### src/rtl/pc_fetch_unit_pkg.sv
// Shared types for the PC fetch unit: FSM state encodings, fault causes and
// the PCSrc selector used by the NPC module that closes the PC loop.
package pc_fetch_unit_pkg;

    typedef enum logic [2:0] {
        S_IDLE  = 3'd0,
        S_REQ   = 3'd1,
        S_WAIT  = 3'd2,
        S_HOLD  = 3'd3,
        S_FAULT = 3'd4
    } fetch_state_t;

    typedef enum logic [1:0] {
        FAULT_NONE     = 2'd0,
        FAULT_MISALIGN = 2'd1,
        FAULT_TIMEOUT  = 2'd2
    } fault_cause_t;

    typedef enum logic {
        PC_NOJUMP   = 1'b0,
        PC_J_OFFSET = 1'b1
    } pcsrc_t;

    // Instructions are word aligned; only the two low address bits matter.
    function automatic logic pc_misaligned(input logic [1:0] low_bits);
        return low_bits != 2'b00;
    endfunction

endpackage

### src/rtl/pc_fetch_unit_if.sv
// Instruction-memory channel: valid/ready request, valid-only response.
interface pc_fetch_unit_if;
    logic        imem_req_valid;
    logic        imem_req_ready;
    logic [31:0] imem_addr;
    logic        imem_rsp_valid;
    logic [31:0] imem_rsp_data;

    modport master (
        output imem_req_valid,
        output imem_addr,
        input  imem_req_ready,
        input  imem_rsp_valid,
        input  imem_rsp_data
    );

    modport slave (
        input  imem_req_valid,
        input  imem_addr,
        output imem_req_ready,
        output imem_rsp_valid,
        output imem_rsp_data
    );
endinterface

### src/rtl/pc_fetch_unit_timeout_ctr.sv
// 8-bit response-wait counter; expired flags the last permitted wait cycle.
module fetch_timeout_ctr #(
    parameter logic [7:0] LIMIT = 8'd254
) (
    input  logic clk,
    input  logic rst_n,
    input  logic clr,
    input  logic en,
    output logic expired
);

    logic [7:0] count_r;

    // Wait-cycle counter: clear wins over increment.
    always_ff @(posedge clk or negedge rst_n) begin
        if (!rst_n) begin
            count_r <= 8'd0;
        end else if (clr) begin
            count_r <= 8'd0;
        end else if (en) begin
            count_r <= count_r + 8'd1;
        end else begin
            count_r <= count_r;
        end
    end

    assign expired = (count_r == LIMIT);

endmodule

### src/rtl/pc_fetch_unit.sv
// Architectural PC holder and single-outstanding instruction fetcher with
// sticky misalignment / memory-timeout fault detection.
module pc_fetch_unit
    import pc_fetch_unit_pkg::*;
#(
    parameter logic [31:0] RESET_PC = 32'h0000_0000,
    parameter int unsigned TIMEOUT  = 255
) (
    input  logic             clk,
    input  logic             rst_n,
    pc_fetch_unit_if.master  imem,
    input  logic [31:0]      npc,
    output logic [31:0]      pc,
    output logic             inst_valid,
    output logic [31:0]      inst,
    input  logic             inst_ready,
    output logic             fault,
    output logic [1:0]       fault_cause,
    output logic [31:0]      retire_count
);

    localparam logic [7:0] TMO_LIMIT = 8'(TIMEOUT - 32'd1);

    fetch_state_t state_r, state_s;
    fault_cause_t fault_cause_r, cause_s;
    logic [31:0]  pc_r, inst_r, retire_count_r;
    logic         ctr_clr_s, ctr_en_s, capture_s, retire_s, expired_s;

    fetch_timeout_ctr #(.LIMIT(TMO_LIMIT)) u_tmo (
        .clk     (clk),
        .rst_n   (rst_n),
        .clr     (ctr_clr_s),
        .en      (ctr_en_s),
        .expired (expired_s)
    );

    // FSM state register.
    always_ff @(posedge clk or negedge rst_n) begin
        if (!rst_n) begin
            state_r <= S_IDLE;
        end else begin
            state_r <= state_s;
        end
    end

    // Next-state and datapath strobes; a response beats a same-cycle timeout.
    always_comb begin
        state_s   = state_r;
        cause_s   = fault_cause_r;
        ctr_clr_s = 1'b0;
        ctr_en_s  = 1'b0;
        capture_s = 1'b0;
        retire_s  = 1'b0;
        case (state_r)
            S_IDLE: begin
                state_s = S_REQ;
            end
            S_REQ: begin
                if (imem.imem_req_ready) begin
                    state_s   = S_WAIT;
                    ctr_clr_s = 1'b1;
                end else begin
                    state_s = S_REQ;
                end
            end
            S_WAIT: begin
                if (imem.imem_rsp_valid) begin
                    capture_s = 1'b1;
                    state_s   = S_HOLD;
                end else if (expired_s) begin
                    state_s = S_FAULT;
                    cause_s = FAULT_TIMEOUT;
                end else begin
                    ctr_en_s = 1'b1;
                end
            end
            S_HOLD: begin
                if (inst_ready) begin
                    retire_s = 1'b1;
                    if (pc_misaligned(npc[1:0])) begin
                        state_s = S_FAULT;
                        cause_s = FAULT_MISALIGN;
                    end else begin
                        state_s = S_REQ;
                    end
                end else begin
                    state_s = S_HOLD;
                end
            end
            S_FAULT: begin
                state_s = S_FAULT;
            end
            default: begin
                state_s = S_IDLE;
            end
        endcase
    end

    // PC, instruction, retire counter and fault cause registers.
    always_ff @(posedge clk or negedge rst_n) begin
        if (!rst_n) begin
            pc_r           <= RESET_PC;
            inst_r         <= 32'h0000_0000;
            retire_count_r <= 32'h0000_0000;
            fault_cause_r  <= FAULT_NONE;
        end else begin
            // A misaligned npc is still loaded so debug can see where it went.
            if (retire_s) begin
                pc_r           <= npc;
                retire_count_r <= retire_count_r + 32'd1;
            end else begin
                pc_r           <= pc_r;
                retire_count_r <= retire_count_r;
            end
            if (capture_s) begin
                inst_r <= imem.imem_rsp_data;
            end else begin
                inst_r <= inst_r;
            end
            fault_cause_r <= cause_s;
        end
    end

    assign imem.imem_req_valid = (state_r == S_REQ);
    assign imem.imem_addr      = pc_r;
    assign pc                  = pc_r;
    assign inst_valid          = (state_r == S_HOLD);
    assign inst                = inst_r;
    assign fault               = (state_r == S_FAULT);
    assign fault_cause         = fault_cause_r;
    assign retire_count        = retire_count_r;

endmodule
### src/flat_wrapper.sv
// flat-port wrapper written by rule: the top's interface ports become plain ports
module pc_fetch_unit_flat import pc_fetch_unit_pkg::*;
#(
    parameter logic [31:0] RESET_PC = 32'h0000_0000,
    parameter int unsigned TIMEOUT  = 255
)
  (clk, rst_n, npc, pc, inst_valid, inst, inst_ready, fault, fault_cause, retire_count, imem_imem_req_valid, imem_imem_addr, imem_imem_req_ready, imem_imem_rsp_valid, imem_imem_rsp_data);
  pc_fetch_unit_if imem_i ();
  input  logic clk;
  input  logic rst_n;
  input  logic [31:0] npc;
  output logic [31:0] pc;
  output logic inst_valid;
  output logic [31:0] inst;
  input  logic inst_ready;
  output logic fault;
  output logic [1:0] fault_cause;
  output logic [31:0] retire_count;
  output wire logic [$bits(imem_i.imem_req_valid)-1:0] imem_imem_req_valid;
  output wire logic [$bits(imem_i.imem_addr)-1:0] imem_imem_addr;
  input wire logic [$bits(imem_i.imem_req_ready)-1:0] imem_imem_req_ready;
  input wire logic [$bits(imem_i.imem_rsp_valid)-1:0] imem_imem_rsp_valid;
  input wire logic [$bits(imem_i.imem_rsp_data)-1:0] imem_imem_rsp_data;
  assign imem_imem_req_valid = imem_i.imem_req_valid;
  assign imem_imem_addr = imem_i.imem_addr;
  assign imem_i.imem_req_ready = imem_imem_req_ready;
  assign imem_i.imem_rsp_valid = imem_imem_rsp_valid;
  assign imem_i.imem_rsp_data = imem_imem_rsp_data;
  pc_fetch_unit #(.RESET_PC(RESET_PC), .TIMEOUT(TIMEOUT)) u_core (.clk(clk), .rst_n(rst_n), .imem(imem_i), .npc(npc), .pc(pc), .inst_valid(inst_valid), .inst(inst), .inst_ready(inst_ready), .fault(fault), .fault_cause(fault_cause), .retire_count(retire_count));
endmodule
### config.mk
export PLATFORM = sky130hd
export DESIGN_NAME = pc_fetch_unit_flat
export DESIGN_NICKNAME = d
export VERILOG_FILES = /design/src/rtl/pc_fetch_unit_pkg.sv /design/src/rtl/pc_fetch_unit_if.sv /design/src/rtl/pc_fetch_unit_timeout_ctr.sv /design/src/rtl/pc_fetch_unit.sv /design/src/flat_wrapper.sv
export SDC_FILE = /design/constraint.sdc
export NUM_CORES = 1
export LEC_CHECK = 0
export CAP_MARGIN = 20
export CORE_MARGIN = 2
export CORE_UTILIZATION = 46
export DETAILED_ROUTE_END_ITERATION = 7
export PLACE_DENSITY_LB_ADDON = 0.25
export SLEW_MARGIN = 10
export SYNTH_ARGS = -nofsm -noshare
export SYNTH_HDL_FRONTEND = slang
export SYNTH_SLANG_ARGS = --single-unit
### constraint.sdc
create_clock -name clk -period 4.3 [get_ports clk]
set_input_delay 1.29 -clock clk [delete_from_list [all_inputs] [get_ports clk]]
set_output_delay 1.29 -clock clk [all_outputs]
set_load 0.03 [all_outputs]
==> impl_metrics.json, run 1 <==
{
  "status": "finished clean",
  "place_inst": 731,
  "clk_path_buf_depth": 2,
  "routed_via_density": 4.93,
  "hold_path.class": "register to register",
  "pre_cts_ws_ns": 1.04,
  "drive_above_1_share_pct": 11.2,
  "drc": 0,
  "p_leak_nw": 3.00,
  "async_reset_ff_share_pct": 100,
  "synth_cell_types": 43,
  "hold_buffers": 0,
  "drtIter0Drc": 132,
  "diodes": 0,
  "clkSinkCount": 109,
  "combPwrFrac_pct": 53.2,
  "cp.required_ns": 3.01,
  "fmax_mhz": 286,
  "p_switching_mw": 1.99,
  "p_sw_share_pct": 42.1,
  "clk_pin_slew_ns": 0.09,
  "critPathCaptureType": "primary output",
  "syn_area_um2": 4870,
  "port_buffers": 201,
  "final.setup_skew_ns": 0.00657,
  "rsz0062_at_grt": "no",
  "grt_overflow": 0,
  "post-cts-setup-buffer-count": 0,
  "synth_top_flop_cell": "dfrtp_1",
  "io_pins": 202,
  "wirelength_um": 11600,
  "core_area_um2": 10300,
  "period_needed_ns": 3.50,
  "intPower_mw": 2.74,
  "initial_core_util_pct": 47.3,
  "die-area_um2": 11400,
  "pwr-share-clk_pct": 12.7,
  "rr_worst_depth": 4,
  "slew_headroom_pct": 34.1,
  "cap_violations": 0,
  "critPathKind": "register to primary output",
  "ys_seq_area_share_pct": 56.1,
  "rr_endpoint": "u_core.retire_count[15]",
  "finalPower_mw": 4.74,
  "synth_edf_count": 0,
  "hold_end": "u_core.retire_count[28]",
  "grt_pass1_wl_um": 18600,
  "start_kind": "register",
  "placed_area_um2": 6760,
  "power_frac_seq_pct": 34.2,
  "num_rows": 37,
  "grt_use_total_pct": 20.8,
  "hold_viol_final": 0,
  "tns_ns": 0,
  "clock_latency_ns": 0.35,
  "firstDrtPassIters": 4,
  "syn_to_final_growth_pct": 43.4,
  "r2r-start": "u_core.state_r[2]",
  "setup_violations": 0,
  "syn-num-nets": 511,
  "wl_per_cell_um": 15.6,
  "worst_pin_slew_ns": 0.980,
  "slew_viol_final": 0,
  "synthCells": 439,
  "dp_hpwl_um": 8740,
  "cts_resized": 0,
  "die_x_um": 107,
  "fin_hold_ws_ns": 0.496,
  "finalInstanceArea_um2": 6980,
  "avgSynthCellArea_um2": 11.1,
  "cts_made_buffers": 9,
  "drtAntennaViolNets": 0,
  "finalCritPeriodShare_pct": 81.4,
  "instances_no_fill": 745,
  "crit_fanout": 10,
  "antenna_found_initial": 0,
  "fin_ws_ns": 0.799,
  "crit_arrival_ns": 2.21,
  "place_congestion": 0.738,
  "grt_max_degree": 87,
  "hold_path_startpoint": "u_core.retire_count[28]",
  "ir_worst_vdd_mv": 0.396,
  "fin_nets": 679,
  "vias": 3671,
  "utilization_pct": 67.9,
  "ff2ff_setup_slack_ns": 2.17,
  "grt_pass1_vias": 3636,
  "die_h_um": 107,
  "root_buffer": "clkbuf_8",
  "power_density_nw_per_um2": 679,
  "whs_path_depth": 1,
  "htree_num_levels": 3,
  "cts_tree": "done",
  "ys_warn_count": 0,
  "synth_seq_cells": 109
}
cell usage after synthesis (all sizes together) (4+ instances only):
| master | instances | area (µm²) |
|---|---|---|
| dfrtp | 109 | 2730 |
| nand3 | 16 | 80.1 |
| buf | 46 | 337 |
| xnor2 | 29 | 254 |
| inv | 4 | 15.0 |
| clkbuf | 4 | 15.0 |
| and3 | 6 | 37.5 |
| mux2 | 33 | 372 |
| nor2 | 8 | 30.0 |
| nand4 | 13 | 87.6 |
| nor4 | 4 | 58.8 |
| nor3b | 4 | 30.0 |
| nand2 | 120 | 450 |
per-layer routing:
metal | GRT usage (%) | routed length, µm | up-vias
met5 | 0 | 0 | -
met4 | 6.96 | 195 | 0
met3 | 4.68 | 599 | 15
met2 | 36.2 | 6120 | 108
met1 | 25.6 | 4700 | 1788
li1 | - | - | 1760
final cells by class:
cell class / count / area [µm²]
Fill cell: 809 / 3300
Clock buffer: 11 / 151
Multi-Input combinational cell: 276 / 1790
Clock inverter: 2 / 35.0
Timing Repair Buffer: 207 / 2090
Tap cell: 136 / 170
Inverter: 4 / 15.0
Sequential cell: 109 / 2730
power groups by stage:
| stage | Sequential [mW] | Combinational [mW] | Clock (mW) |
|---|---|---|---|
| global placement | 1.63 | 2.50 | 0 |
| finish | 1.62 | 2.52 | 0.600 |
| CTS | 1.62 | 2.54 | 0.621 |
| global route | 1.67 | 2.65 | 0.664 |
| floorplan | 2.19 | 1.04 | 0 |
| detailed placement | 1.64 | 2.54 | 0 |
flip-flops by register name, indices dropped and copies added, names as in the netlist:
register	flops
u_core.imem.imem_addr	32
u_core.inst	32
u_core.retire_count	32
u_core.u_tmo.count_r	8
u_core.state_r	3
u_core.fault_cause	2
how the worst max path moves through the flow:
| stage | to | cells past startpoint | from |
|---|---|---|---|
| 6_report | imem_imem_req_valid | 2 | u_core.state_r[0] |
| 5_1_grt | imem_imem_req_valid | 2 | u_core.state_r[0] |
| 2_1_floorplan | imem_imem_req_valid | 2 | u_core.state_r[1] |
| 4_1_cts | imem_imem_req_valid | 2 | u_core.state_r[0] |
| 3_5_place_dp | u_core.retire_count[31] | 5 | inst_ready |
| 3_3_place_gp | u_core.retire_count[31] | 5 | inst_ready |
layout by cell type (no fill, tap or decap), drive strengths merged, types with 7 or more instances in the layout:
| cell type | n |
|---|---|
| buf | 7 |
| clkbuf | 11 |
| clkdlybuf4s50 | 200 |
| dfrtp | 109 |
| mux2 | 33 |
| nand2 | 120 |
| nand3 | 16 |
| nand4 | 13 |
| nor2 | 8 |
| xnor2 | 29 |
worst max-delay path, stage by stage (launching register included):
cell             delay, ns
dfrtp_1               0.62
nor3b_1               0.47
clkdlybuf4s50_1       0.77
cells by family after synthesis:
kind of cell	Yosys count	share of synthesized area, %
flip-flops	109	56.1
adder cells (fa/ha/maj)	3	0.771
buffers and inverters	54	7.53
multiplexers	36	8.25
XOR/XNOR	31	5.58
AO/OA/AOI/OAI	19	2.96
AND/OR/NAND/NOR	187	18.8
Note: power is estimated with default switching activity, not from simulation.
==> run 2: changes to the inputs <==
--- a/config.mk
+++ b/config.mk
@@ -7,7 +7,7 @@
 export LEC_CHECK = 0
 export CAP_MARGIN = 20
 export CORE_MARGIN = 2
-export CORE_UTILIZATION = 46
+export CORE_UTILIZATION = 39
 export DETAILED_ROUTE_END_ITERATION = 7
 export PLACE_DENSITY_LB_ADDON = 0.25
 export SLEW_MARGIN = 10
==> constraint.sdc (replaced) <==
create_clock -name clk -period 2.85 [get_ports clk]
set_input_delay 0.855 -clock clk [delete_from_list [all_inputs] [get_ports clk]]
set_output_delay 0.855 -clock clk [all_outputs]
set_load 0.03 [all_outputs]
==> run 2 against run 1 <==
Effect of this change: design area rose by 2.4%; largest cell class unchanged; global-route usage fell by 2.8 points; highest routed layer unchanged; largest power group unchanged; core utilization fell by 8.9 points; sequential power rose by 51%; hold slack got worse by 0.12 ns; combinational power rose by 53%; total power rose by 57%.
==> impl_metrics.json, run 2 (synthesized netlist as in run 1, its figures left out) <==
{
  "rsz0062_at_grt": "no",
  "post-cts-setup-buffer-count": 0,
  "port_buffers": 201,
  "n_fill_cell": 1065,
  "drtAntennaViolNets": 0,
  "vias": 3740,
  "crit_fanout": 7,
  "htree_num_levels": 3,
  "grt_use_total_pct": 18.0,
  "routed_via_density": 4.77,
  "die-area_um2": 13400,
  "grt_pass1_vias": 3620,
  "clock_latency_ns": 0.33,
  "initial_core_util_pct": 40.2,
  "cts_resized": 0,
  "num_rows": 40,
  "cp.required_ns": 2.00,
  "diodes": 0,
  "power_density_nw_per_um2": 1040,
  "dp_hpwl_um": 9140,
  "syn_to_final_growth_pct": 46.8,
  "grt_overflow": 0,
  "fin_ws_ns": 0.135,
  "crit_arrival_ns": 1.86,
  "p_leak_nw": 3.09,
  "finalCritPeriodShare_pct": 95.3,
  "pre_cts_ws_ns": 0.199,
  "hold_buffers": 0,
  "hold_viol_final": 0,
  "final.setup_skew_ns": 0.00709,
  "core_area_um2": 12100,
  "slew_viol_final": 0,
  "clkSinkCount": 109,
  "cts_tree": "done",
  "wirelength_um": 12000,
  "hold_path.class": "input port to asynchronous set/reset pin",
  "die_h_um": 116,
  "tns_ns": 0,
  "fmax_mhz": 368,
  "fin_nets": 684,
  "die_x_um": 116,
  "drtIter0Drc": 183,
  "clk_pin_slew_ns": 0.07,
  "wl_per_cell_um": 15.3,
  "clk_path_buf_depth": 2,
  "critPathCaptureType": "primary output",
  "rr_worst_depth": 6,
  "cap_violations": 0,
  "drc": 0,
  "start_kind": "register",
  "firstDrtPassIters": 4,
  "ff2ff_setup_slack_ns": 0.98,
  "setup_violations": 0,
  "root_buffer": "clkbuf_16",
  "antenna_found_initial": 0,
  "cts_made_buffers": 9,
  "grt_max_degree": 57,
  "status": "finished clean",
  "io_pins": 202,
  "drive_above_1_share_pct": 12.0,
  "layout_commonest_cell": "clkdlybuf4s50_1",
  "slew_headroom_pct": 68.6,
  "ir_worst_vdd_mv": 0.493,
  "layout_common_cells": "clkdlybuf4s50_1, nand2_1, dfrtp_1",
  "place_congestion": 0.783,
  "worst_pin_slew_ns": 0.470,
  "grt_pass1_wl_um": 18800,
  "period_needed_ns": 2.72,
  "critPathKind": "register to primary output"
}
==> run 2: changes by cell type in the layout (fill, tap and decap cells not counted), sizes merged <==
cell	delta
bufinv	-1
buf	+5
clkinvlp	+1
clkbuf	+1
clkdlybuf4s50	-2
dlymetal6s2s	+2
clkinv	+1
==> run 2: metal layers <==
layer / GRT usage, % / up-vias / routed length, µm
li1: - / 1770 / -
met1: 22.0 / 1830 / 4870
met2: 31.6 / 120 / 6170
met3: 3.09 / 20 / 696
met4: 7.54 / 0 / 303
met5: 0 / - / 0
==> run 2: final cells by class <==
cell class	count	area (µm²)	share of cell area, %
Sequential cell	109	2730	38.2
Tap cell	168	210	2.94
Multi-Input combinational cell	276	1790	25.1
Clock inverter	3	21.3	0.298
Timing Repair Buffer	212	2120	29.7
Clock buffer	12	256	3.59
Inverter	4	15.0	0.210
==> run 2: final timing paths <==
check	startpoint	end
min	rst_n	u_core.inst[18]
max reg2reg	u_core.u_tmo.count_r[0]	u_core.state_r[1]
min in group clk	u_core.retire_count[31]	u_core.retire_count[31]
min reg2reg	u_core.retire_count[31]	u_core.retire_count[31]
max	u_core.state_r[0]	fault
max in group asynchronous	rst_n	u_core.inst[29]
==> run 2: metrics by stage <==
step	area, µm²	hold WS, ns	cells	power (mW)	util (%)
after floorplan	4870	0.498	439	4.87	-
after global placement	6860	0.468	769	6.27	56.7
after detailed placement	6860	0.470	769	6.36	56.7
after CTS	7140	0.378	784	7.54	58.9
after global routing	7140	0.382	784	7.84	59.0
final	7140	0.377	784	7.46	59.0
==> run 2: power breakdown <==
| group | leakage, nW | internal, mW | total, mW | switching [mW] |
|---|---|---|---|---|
| clock network | 0.135 | 0.637 | 1.17 | 0.536 |
| registers | 1.39 | 2.05 | 2.44 | 0.388 |
| logic | 1.56 | 1.67 | 3.85 | 2.18 |
==> run 2: worst max-delay path, stage by stage (launching register included) <==
cell and delay, ns:
dfrtp_1 0.42, buf_4 0.19, nor3b_1 0.20, clkdlybuf4s50_1 0.72
==> run 3: changes to the inputs <==
--- a/config.mk
+++ b/config.mk
@@ -6,7 +6,6 @@
 export NUM_CORES = 1
 export LEC_CHECK = 0
 export CAP_MARGIN = 20
-export CORE_MARGIN = 2
 export CORE_UTILIZATION = 39
 export DETAILED_ROUTE_END_ITERATION = 7
 export PLACE_DENSITY_LB_ADDON = 0.25
==> run 3 against run 2 <==
Effect of this change: critical path depth is 1 lower; clock power is 7% higher; routed wire length is 2.0% lower; combinational power hardly changed; worst setup slack better by 0.066 ns; die area is 3.4% lower; total power is 0.78% higher; count of clock-buffer cells in the layout is 2 lower; hold slack better by 0.11 ns; fmax is 2.5% higher; first-iteration DRC count is 2.2% higher; non-clock buffer count stayed put.
==> impl_metrics.json, run 3 (synthesized netlist as in run 1, its figures left out) <==
{
  "status": "finished clean",
  "setup.worst_path.start": "u_core.state_r[1]",
  "period_needed_ns": 2.65,
  "root_buffer": "clkbuf_16",
  "crit_fanout": 10,
  "grt_overflow": 0,
  "die-area_um2": 12900,
  "initial_core_util_pct": 40.2,
  "firstDrtPassIters": 4,
  "vias": 3751,
  "critPathKind": "register to primary output",
  "grt_pass1_wl_um": 19500,
  "htree_num_levels": 3,
  "drtIter0Drc": 187,
  "hold_path_startpoint": "u_core.retire_count[31]",
  "crit_arrival_ns": 1.79,
  "power_density_nw_per_um2": 1050,
  "worst_pin_slew_ns": 0.576,
  "die_h_um": 114,
  "drc": 0,
  "setup_violations": 0,
  "final.setup_skew_ns": 0.0121,
  "io_pins": 202,
  "core_area_um2": 12100,
  "clock_latency_ns": 0.35,
  "layout_commonest_cell": "clkdlybuf4s50_1",
  "critPathCaptureType": "primary output",
  "crit_chain": "nor3b_1, clkdlybuf4s50_1",
  "p_leak_nw": 3.08,
  "grt_use_total_pct": 19.3,
  "critical_path_buf_inv_count": 1,
  "routed_via_density": 4.78,
  "place_congestion": 0.808,
  "slew_viol_final": 0,
  "port_buffers": 201,
  "finalCritPeriodShare_pct": 92.9,
  "clkSinkCount": 109,
  "grt_pass1_vias": 3893,
  "finalPower_mw": 7.51,
  "drtAntennaViolNets": 0,
  "wl_per_cell_um": 15.0,
  "tns_ns": 0,
  "wirelength_um": 11800,
  "r2r-start": "u_core.state_r[0]",
  "grt_max_degree": 57,
  "post-cts-setup-buffer-count": 0,
  "cts_resized": 2,
  "hold_buffers": 0,
  "cts_made_buffers": 9,
  "cpPeakStageDelay_ns": 0.73,
  "drive_above_1_share_pct": 12.2,
  "cp.required_ns": 2.00,
  "antenna_found_initial": 0,
  "layout_common_cells": "clkdlybuf4s50_1, nand2_1, dfrtp_1",
  "diodes": 0,
  "fin_nets": 684,
  "critical-path-top-delay-family": "buffers and inverters",
  "cap_violations": 0,
  "cp_slowest_cell": "clkdlybuf4s50_1",
  "start_kind": "register",
  "rsz0062_at_grt": "no",
  "dp_hpwl_um": 8950,
  "die_x_um": 114,
  "clk_pin_slew_ns": 0.08,
  "slew_headroom_pct": 61.6,
  "num_rows": 40,
  "cts_tree": "done",
  "fmax_mhz": 378,
  "clk_path_buf_depth": 2,
  "hold_path.class": "register to register",
  "syn_to_final_growth_pct": 47.2,
  "hold_viol_final": 0,
  "ir_worst_vdd_mv": 0.401
}
## run 3: cell types whose count changed in the layout (fill, tap and decap cells not counted), sizes merged
cell,change
clkbuf,-2
dlygate4sd2,+2
dlymetal6s2s,-2
bufinv,+1
clkinv,+1
inv,+1
## run 3: worst paths after layout
kind / end / slack, ns / cells past startpoint
worst max-delay path: fault / 0.20 / 2
worst max register to register: u_core.u_tmo.count_r[5] / 0.93 / 5
worst min register to register: u_core.retire_count[31] / 0.49 / 1
worst min-delay path: u_core.retire_count[31] / 0.49 / 1
max in group asynchronous: u_core.imem.imem_addr[30] / 1.65 / 2
min in group asynchronous: u_core.imem.imem_addr[13] / 0.51 / 1
## run 3: per-layer routing
| metal | vias to the layer above | GRT usage [%] | wire [µm] |
|---|---|---|---|
| met3 | 15 | 3.24 | 598 |
| met4 | 0 | 7.72 | 231 |
| met5 | - | 0 | 0 |
| li1 | 1774 | - | - |
| met2 | 112 | 34.8 | 6270 |
| met1 | 1850 | 22.8 | 4700 |
## run 3: final cells by class
class / count / area, µm²
clock inverter: 6 / 72.6
inverter: 4 / 15.0
timing repair buffer: 212 / 2110
clock buffer: 10 / 229
sequential: 109 / 2730
multi-input combinational: 276 / 1790
fill: 1038 / 4950
tap: 168 / 210
## run 3: power breakdown
part,switching (mW),internal [mW]
logic,2.18,1.66
registers,0.379,2.05
clock network,0.562,0.690
## run 3: metrics by stage
step                      cell area, µm²  std cells  setup WS, ns  hold WS [ns]  utilization (%)
after floorplan                     4870        439         0.663         0.498                -
after global placement              6860        769         0.264         0.474             56.7
after detailed placement            6860        769         0.195         0.480             56.7
after CTS                           7160        785         0.176         0.499             59.1
after global routing                7160        785         0.111         0.502             59.1
final                               7160        785         0.201         0.492             59.1
==> patch 1 (flow settings as in run 2) <==
Reset style: synchronous (`rst_n`), changed in 3 clocked blocks.
--- a/src/rtl/pc_fetch_unit_timeout_ctr.sv
+++ b/src/rtl/pc_fetch_unit_timeout_ctr.sv
@@ -13,5 +13,5 @@
 
     // Wait-cycle counter: clear wins over increment.
-    always_ff @(posedge clk or negedge rst_n) begin
+    always_ff @(posedge clk) begin
         if (!rst_n) begin
             count_r <= 8'd0;
--- a/src/rtl/pc_fetch_unit.sv
+++ b/src/rtl/pc_fetch_unit.sv
@@ -36,5 +36,5 @@
 
     // FSM state register.
-    always_ff @(posedge clk or negedge rst_n) begin
+    always_ff @(posedge clk) begin
         if (!rst_n) begin
             state_r <= S_IDLE;
@@ -98,5 +98,5 @@
 
     // PC, instruction, retire counter and fault cause registers.
-    always_ff @(posedge clk or negedge rst_n) begin
+    always_ff @(posedge clk) begin
         if (!rst_n) begin
             pc_r           <= RESET_PC;
Behaviour: differs if rst_n is asserted again (counterexample within 4 cycles, from zero or initial values and one cycle with rst_n low); with rst_n held inactive, the same outputs for 10 cycles.
==> patch 1 against run 2 <==
- worst setup slack gained 0.045 ns
- sequential cell count is the same
- area after synthesis shrank 3.3%
- register-to-register slack lost 0.16 ns
- cell area shrank 3.3%
- synthesized cell count grew 31%
- count of clock-buffer cells in the layout grew 1
- wire length grew 5.6%
Power is not compared: it rests on default switching activity, and its combinational part moved more than twofold at a synthesized area within 25%.
==> patch 1: results (changes against run 2) <==
| Metric | Value |
|---|---|
| Status | `completed` |
| Adder-Cell Fraction of Synth Area | `0.797% (+0.026 points)` |
| IO Port Bufs | `201 (unchanged)` |
| Main area contributors after synthesis | `dfxtp_1, nand2_1, a21oi_1` |
| Peak supply drop | `0.303 mV` |
| Hpwl dp | `9160 um (+0.24%)` |
| Layout cells sized above 1 | `4.66% (-7.4 points)` |
| Worst setup endpoint | `imem_imem_req_valid` |
| Top cell family by delay on the critical path | `buffers and inverters` |
| Reg-to-Reg End | `u_core.retire_count[21]` |
| Area leader, netlist | `dfxtp_1` |
| Hold wc startpoint | `u_core.inst[25]` |
| Final Wtd Congestion | `0.800 (+2.2%)` |
| Transition time of the tightest slew-check pin | `0.504 ns (+0.0341 ns)` |
| Synth Area in XOR/XNOR | `2.05% (-3.5 points)` |
| CTS Buffer Depth | `2 (unchanged)` |
| Vias/cell | `5.07 (+6.3%)` |
| Number of antenna diodes | `0 (unchanged)` |
| First-pass GRT wire length | `20,300 um (+7.8%)` |
| Gr usage total | `19.3% (+1.3 points)` |
| Distinct cells, synth | `47 (+9.3%)` |
| Slowest stage delay, CP | `0.69 ns (-0.03 ns)` |
| Worst Hold Path EP | `u_core.inst[25]` |
| Leakage | `0.00231 uW` |
| Syn Nets | `645 (+26%)` |
| Max Clock Skew | `0.00537 ns (-0.00172 ns)` |
| Crit-path max FO | `9 (+2)` |
| Setup Buffers After CTS | `0 (unchanged)` |
| Pin count of the biggest net entering global routing | `69 (+21%)` |
| Met2 Use GR | `33.1% (+1.5 points)` |
| Clock Latency Late Sink | `0.35 ns (+0.02 ns)` |
| R2R depth | `4 (-2)` |
| Asr flop ratio synth | `0% (-100 points)` |
| Avg WL per Cell | `14.5 um (-5.6%)` |
| Clock transition at path regs | `0.07 ns (about the same)` |
| Nets@finish | `797 (+17%)` |
| Post-synthesis mux area share | `0.877% (-7.4 points)` |
| Register area share after synthesis | `46.4% (-9.7 points)` |
| Root Driver | `clkbuf_16` |
| M3 GR Usage | `6.16% (+3.1 points)` |
| Hold crit path type | `flip-flop to flip-flop` |
| Reg2Reg Setup Slack | `0.82 ns (-0.16 ns)` |
| CTS Buf Count | `9 (unchanged)` |
| Detailed-route via count | `4,448 (+19%)` |
| Compound-cell area share of the yosys netlist | `15.2% (+12 points)` |
| Top post-synthesis cells by count | `nand2_1, dfxtp_1, a21oi_1, buf_4, clkbuf_1` |
| Placed instance area | `0.00656 sq mm (-4.4%)` |
| Post-route ant nets | `0 (unchanged)` |
| Data arrival, critical path | `1.82 ns (-0.04 ns)` |
| Cells after Synth | `573 (+31%)` |
| Crit. Startpoint | `u_core.state_r[2]` |
| DR pass1 iterations | `4 (unchanged)` |
| H-tree Lvls | `3 (unchanged)` |
| Filler cells | `1,079 (+1.3%)` |
| R2R Path Start | `u_core.state_r[1]` |
| Met1 Use GR | `22.7% (+0.63 points)` |
| Iter 0 DRT Violations | `148 (-19%)` |
| Vias in the first global route | `4,247 (+17%)` |
| Post-placement cell count | `861 (+12%)` |
-- patch 1: cell types whose count changed after synthesis, sizes merged, moves of 7 or more --
cell    before  now
clkbuf       4   24
dfrtp      109    0
dfxtp        0  109
o31ai        3   11
xnor2       29    4
nor2         8   20
a21oi        3   86
nand2      120  152
o21ai        3   10
or4          1   10
mux2        33    1
-- patch 1: layout make-up --
cell class	count	area, sq um	share of cell area, %
sequential	109	2180	31.6
multi-input combinational	390	2090	30.3
timing repair buffer	208	2080	30.1
clock buffer	13	280	4.06
tap	147	184	2.66
clock inverter	3	65.1	0.942
inverter	7	26.3	0.380
-- patch 1: repair_timing --
action                                  in CTS  in global routing
endpoints found under the setup margin       0                  2
hold buffers                                 0                  0
hold endpoints to repair                     0                  0
gates resized for setup                      0                  1
-- patch 1: per-stage QoR --
step / hold slack, ns / total power [uW] / util (%) / setup slack, ns
after global placement: 0.441 / 2060 / 55.1 / 0.0857
after CTS: 0.456 / 3500 / 58.0 / 0.0427
after detailed placement: 0.449 / 2070 / 55.1 / 0.0555
after floorplan: 0.436 / 1870 / - / 0.783
after global routing: 0.476 / 3600 / 58.0 / 0.0547
final: 0.454 / 3450 / 58.0 / 0.180
-- patch 1: worst register-to-register path: stages, from the launching register on --
cell and delay, ns:
dfxtp_1 0.58, and4b_2 0.43, nand3_2 0.27, or4_1 0.54
a21oi_1 0.15
-- patch 1: metal layers --
| metal | wire [um] | vias up |
|---|---|---|
| li1 | - | 2231 |
| met1 | 5120 | 2050 |
| met2 | 6260 | 152 |
| met3 | 1130 | 15 |
| met4 | 201 | 0 |
| met5 | 0 | - |
-- patch 1: power by group --
part           internal (uW)  switching (uW)  total (uW)
clock                    865             555        1420
combinational            206             228         435
sequential              1560            38.6        1600
==> patch 2 (settings of run 2) <==
Made on the original files. `TIMEOUT` is set to 255 in 2 places; all go to 127.
--- a/src/rtl/pc_fetch_unit.sv
+++ b/src/rtl/pc_fetch_unit.sv
@@ -5,5 +5,5 @@
 #(
     parameter logic [31:0] RESET_PC = 32'h0000_0000,
-    parameter int unsigned TIMEOUT  = 255
+    parameter int unsigned TIMEOUT  = 127
 ) (
     input  logic             clk,
--- a/src/flat_wrapper.sv
+++ b/src/flat_wrapper.sv
@@ -3,5 +3,5 @@
 #(
     parameter logic [31:0] RESET_PC = 32'h0000_0000,
-    parameter int unsigned TIMEOUT  = 255
+    parameter int unsigned TIMEOUT  = 127
 )
   (clk, rst_n, npc, pc, inst_valid, inst, inst_ready, fault, fault_cause, retire_count, imem_imem_req_valid, imem_imem_addr, imem_imem_req_ready, imem_imem_rsp_valid, imem_imem_rsp_data);
Function: no difference found for any inputs over 10 cycles, from zero or initial values and one cycle with rst_n low; that may be too few to reach the edited logic, so the function may still have changed.
==> patch 2 against run 2 <==
- clock skew down 0.0013 ns
- sequential cell count unchanged
- total power up 3.0%
- wire length down 8.8%
- area after synthesis up 0.28%
- cell area down 0.21%
- register-to-register slack better by 0.13 ns
- worst setup slack better by 0.15 ns
- synthesized cell count down 15%
- highest routed layer unchanged
==> patch 2: results (changes against run 2) <==
| Metric | Value |
|---|---|
| CTS Buffer Depth | `2 (unchanged)` |
| Layout cells sized above 1 | `18.0% (+6.0 points)` |
| Main area contributors after synthesis | `dfrtp_1, mux2_2, buf_4` |
| Pin count of the biggest net entering global routing | `41 (-28%)` |
| Syn Nets | `444 (-13%)` |
| Clock Latency Late Sink | `0.35 ns (+0.02 ns)` |
| Top post-synthesis cells by count | `dfrtp_1, mux2_2, buf_4, xnor2_1, nand2_1` |
| Pre-CTS setup slack | `0.232 ns (+0.0334 ns)` |
| Hpwl dp | `8330 um (-8.9%)` |
| Number of antenna diodes | `0 (unchanged)` |
| H-tree Lvls | `3 (unchanged)` |
| Status | `completed` |
| Slowest stage delay, CP | `0.48 ns (-0.24 ns)` |
| CTS Buf Count | `9 (unchanged)` |
| Leakage | `0.00296 uW (-4.1%)` |
| Setup Buffers After CTS | `0 (unchanged)` |
| Post-route ant nets | `0 (unchanged)` |
| Hold crit path type | `flip-flop to flip-flop` |
| # resized after CTS | `5 (+5)` |
| Hold Slack | `0.475 ns (+0.0976 ns)` |
| Data arrival, critical path | `1.71 ns (-0.15 ns)` |
| Gr usage total | `16.9% (-1.1 points)` |
| Distinct cells, synth | `43 (unchanged)` |
| First-pass GRT wire length | `17,600 um (-6.3%)` |
| Final Wtd Congestion | `0.801 (+2.4%)` |
| Filler cells | `1,055 (-0.94%)` |
| Root Driver | `clkbuf_16` |
| DR pass1 iterations | `4 (unchanged)` |
| Max Clock Skew | `0.00575 ns (-0.00135 ns)` |
| Final worst path period need | `2.56 ns (-0.154 ns)` |
| Clock transition at path regs | `0.07 ns (about the same)` |
| Slew margin rel. | `64.7% (-4.0 points)` |
| Crit-path slowest cell | `dfrtp_2` |
| Reg2Reg Setup Slack | `1.11 ns (+0.13 ns)` |
| Vias in the first global route | `3,499 (-3.3%)` |
| Top cell family by delay on the critical path | `buffers and inverters` |
| Placed instance area | `0.00687 sq mm (+0.13%)` |
| Vias/cell | `4.85 (+1.6%)` |
| Crit-path max FO | `9 (+2)` |
| Register area share after synthesis | `55.9% (-0.16 points)` |
| Peak supply drop | `0.487 mV (-1.4%)` |
| Final WL | `11,000 um (-8.8%)` |
| Nets@finish | `618 (-9.6%)` |
| Psw | `3140 uW (+1.1%)` |
| Iter 0 DRT Violations | `141 (-23%)` |
==> patch 2: per-layer routing <==
metal / vias to the layer above / share of wire (%) / GRT usage (%)
met5: - / 0 / 0
met4: 0 / 1.7 / 7.14
met3: 14 / 5.4 / 3.03
met2: 113 / 52 / 29.5
met1: 1729 / 41 / 20.6
li1: 1624 / - / -
==> patch 2: cell families (layout without fill, tap and decap cells) <==
logic type                 count (synthesis)  after routing  synth area share [%]
DFF                                      109            109                  55.9
buffers and inverters                     52            230                  7.08
xor gates and xnor gates                  32             32                  5.74
AOI/OAI and AO/OA                         13             13                  2.00
and+or+nand+nor                           92             92                  12.3
adders and majority gates                  3              3                 0.769
muxes                                     71             71                  16.2
==> patch 2: power groups by stage <==
stage | Combinational, uW | Sequential (uW) | Clock, uW
floorplan | 1720 | 3410 | 0
global placement | 4080 | 2470 | 0
detailed placement | 4120 | 2510 | 0
CTS | 4120 | 2490 | 1180
global route | 4270 | 2560 | 1250
finish | 4060 | 2480 | 1140
==> patch 2: final cells by class <==
type	count	area, sq um	share of cell area (%)
clock buffer	13	250	3.51
clock inverter	2	10.0	0.140
inverter	7	26.3	0.369
multi-input combinational	211	1810	25.3
sequential	109	2730	38.3
tap	168	210	2.95
timing repair buffer	208	2100	29.4
==> patch 2: worst paths after layout <==
check	from	to	cells after the start
min in group asynchronous	rst_n	u_core.inst[31]	1
worst max register to register	u_core.state_r[2]	u_core.retire_count[27]	4
worst min-delay path	u_core.retire_count[31]	u_core.retire_count[31]	1
worst min register to register	u_core.retire_count[31]	u_core.retire_count[31]	1
max in group asynchronous	rst_n	u_core.retire_count[11]	2
worst max-delay path	u_core.state_r[1]	inst_valid	4
==> patch 2: per-stage QoR <==
| step | instances | util (%) | power (uW) |
|---|---|---|---|
| 2_1_floorplan | 372 | - | 5120 |
| 3_3_place_gp | 703 | 56.7 | 6550 |
| 3_5_place_dp | 703 | 56.7 | 6640 |
| 4_1_cts | 718 | 58.9 | 7790 |
| 5_1_grt | 718 | 58.9 | 8070 |
| 6_report | 718 | 58.9 | 7680 |
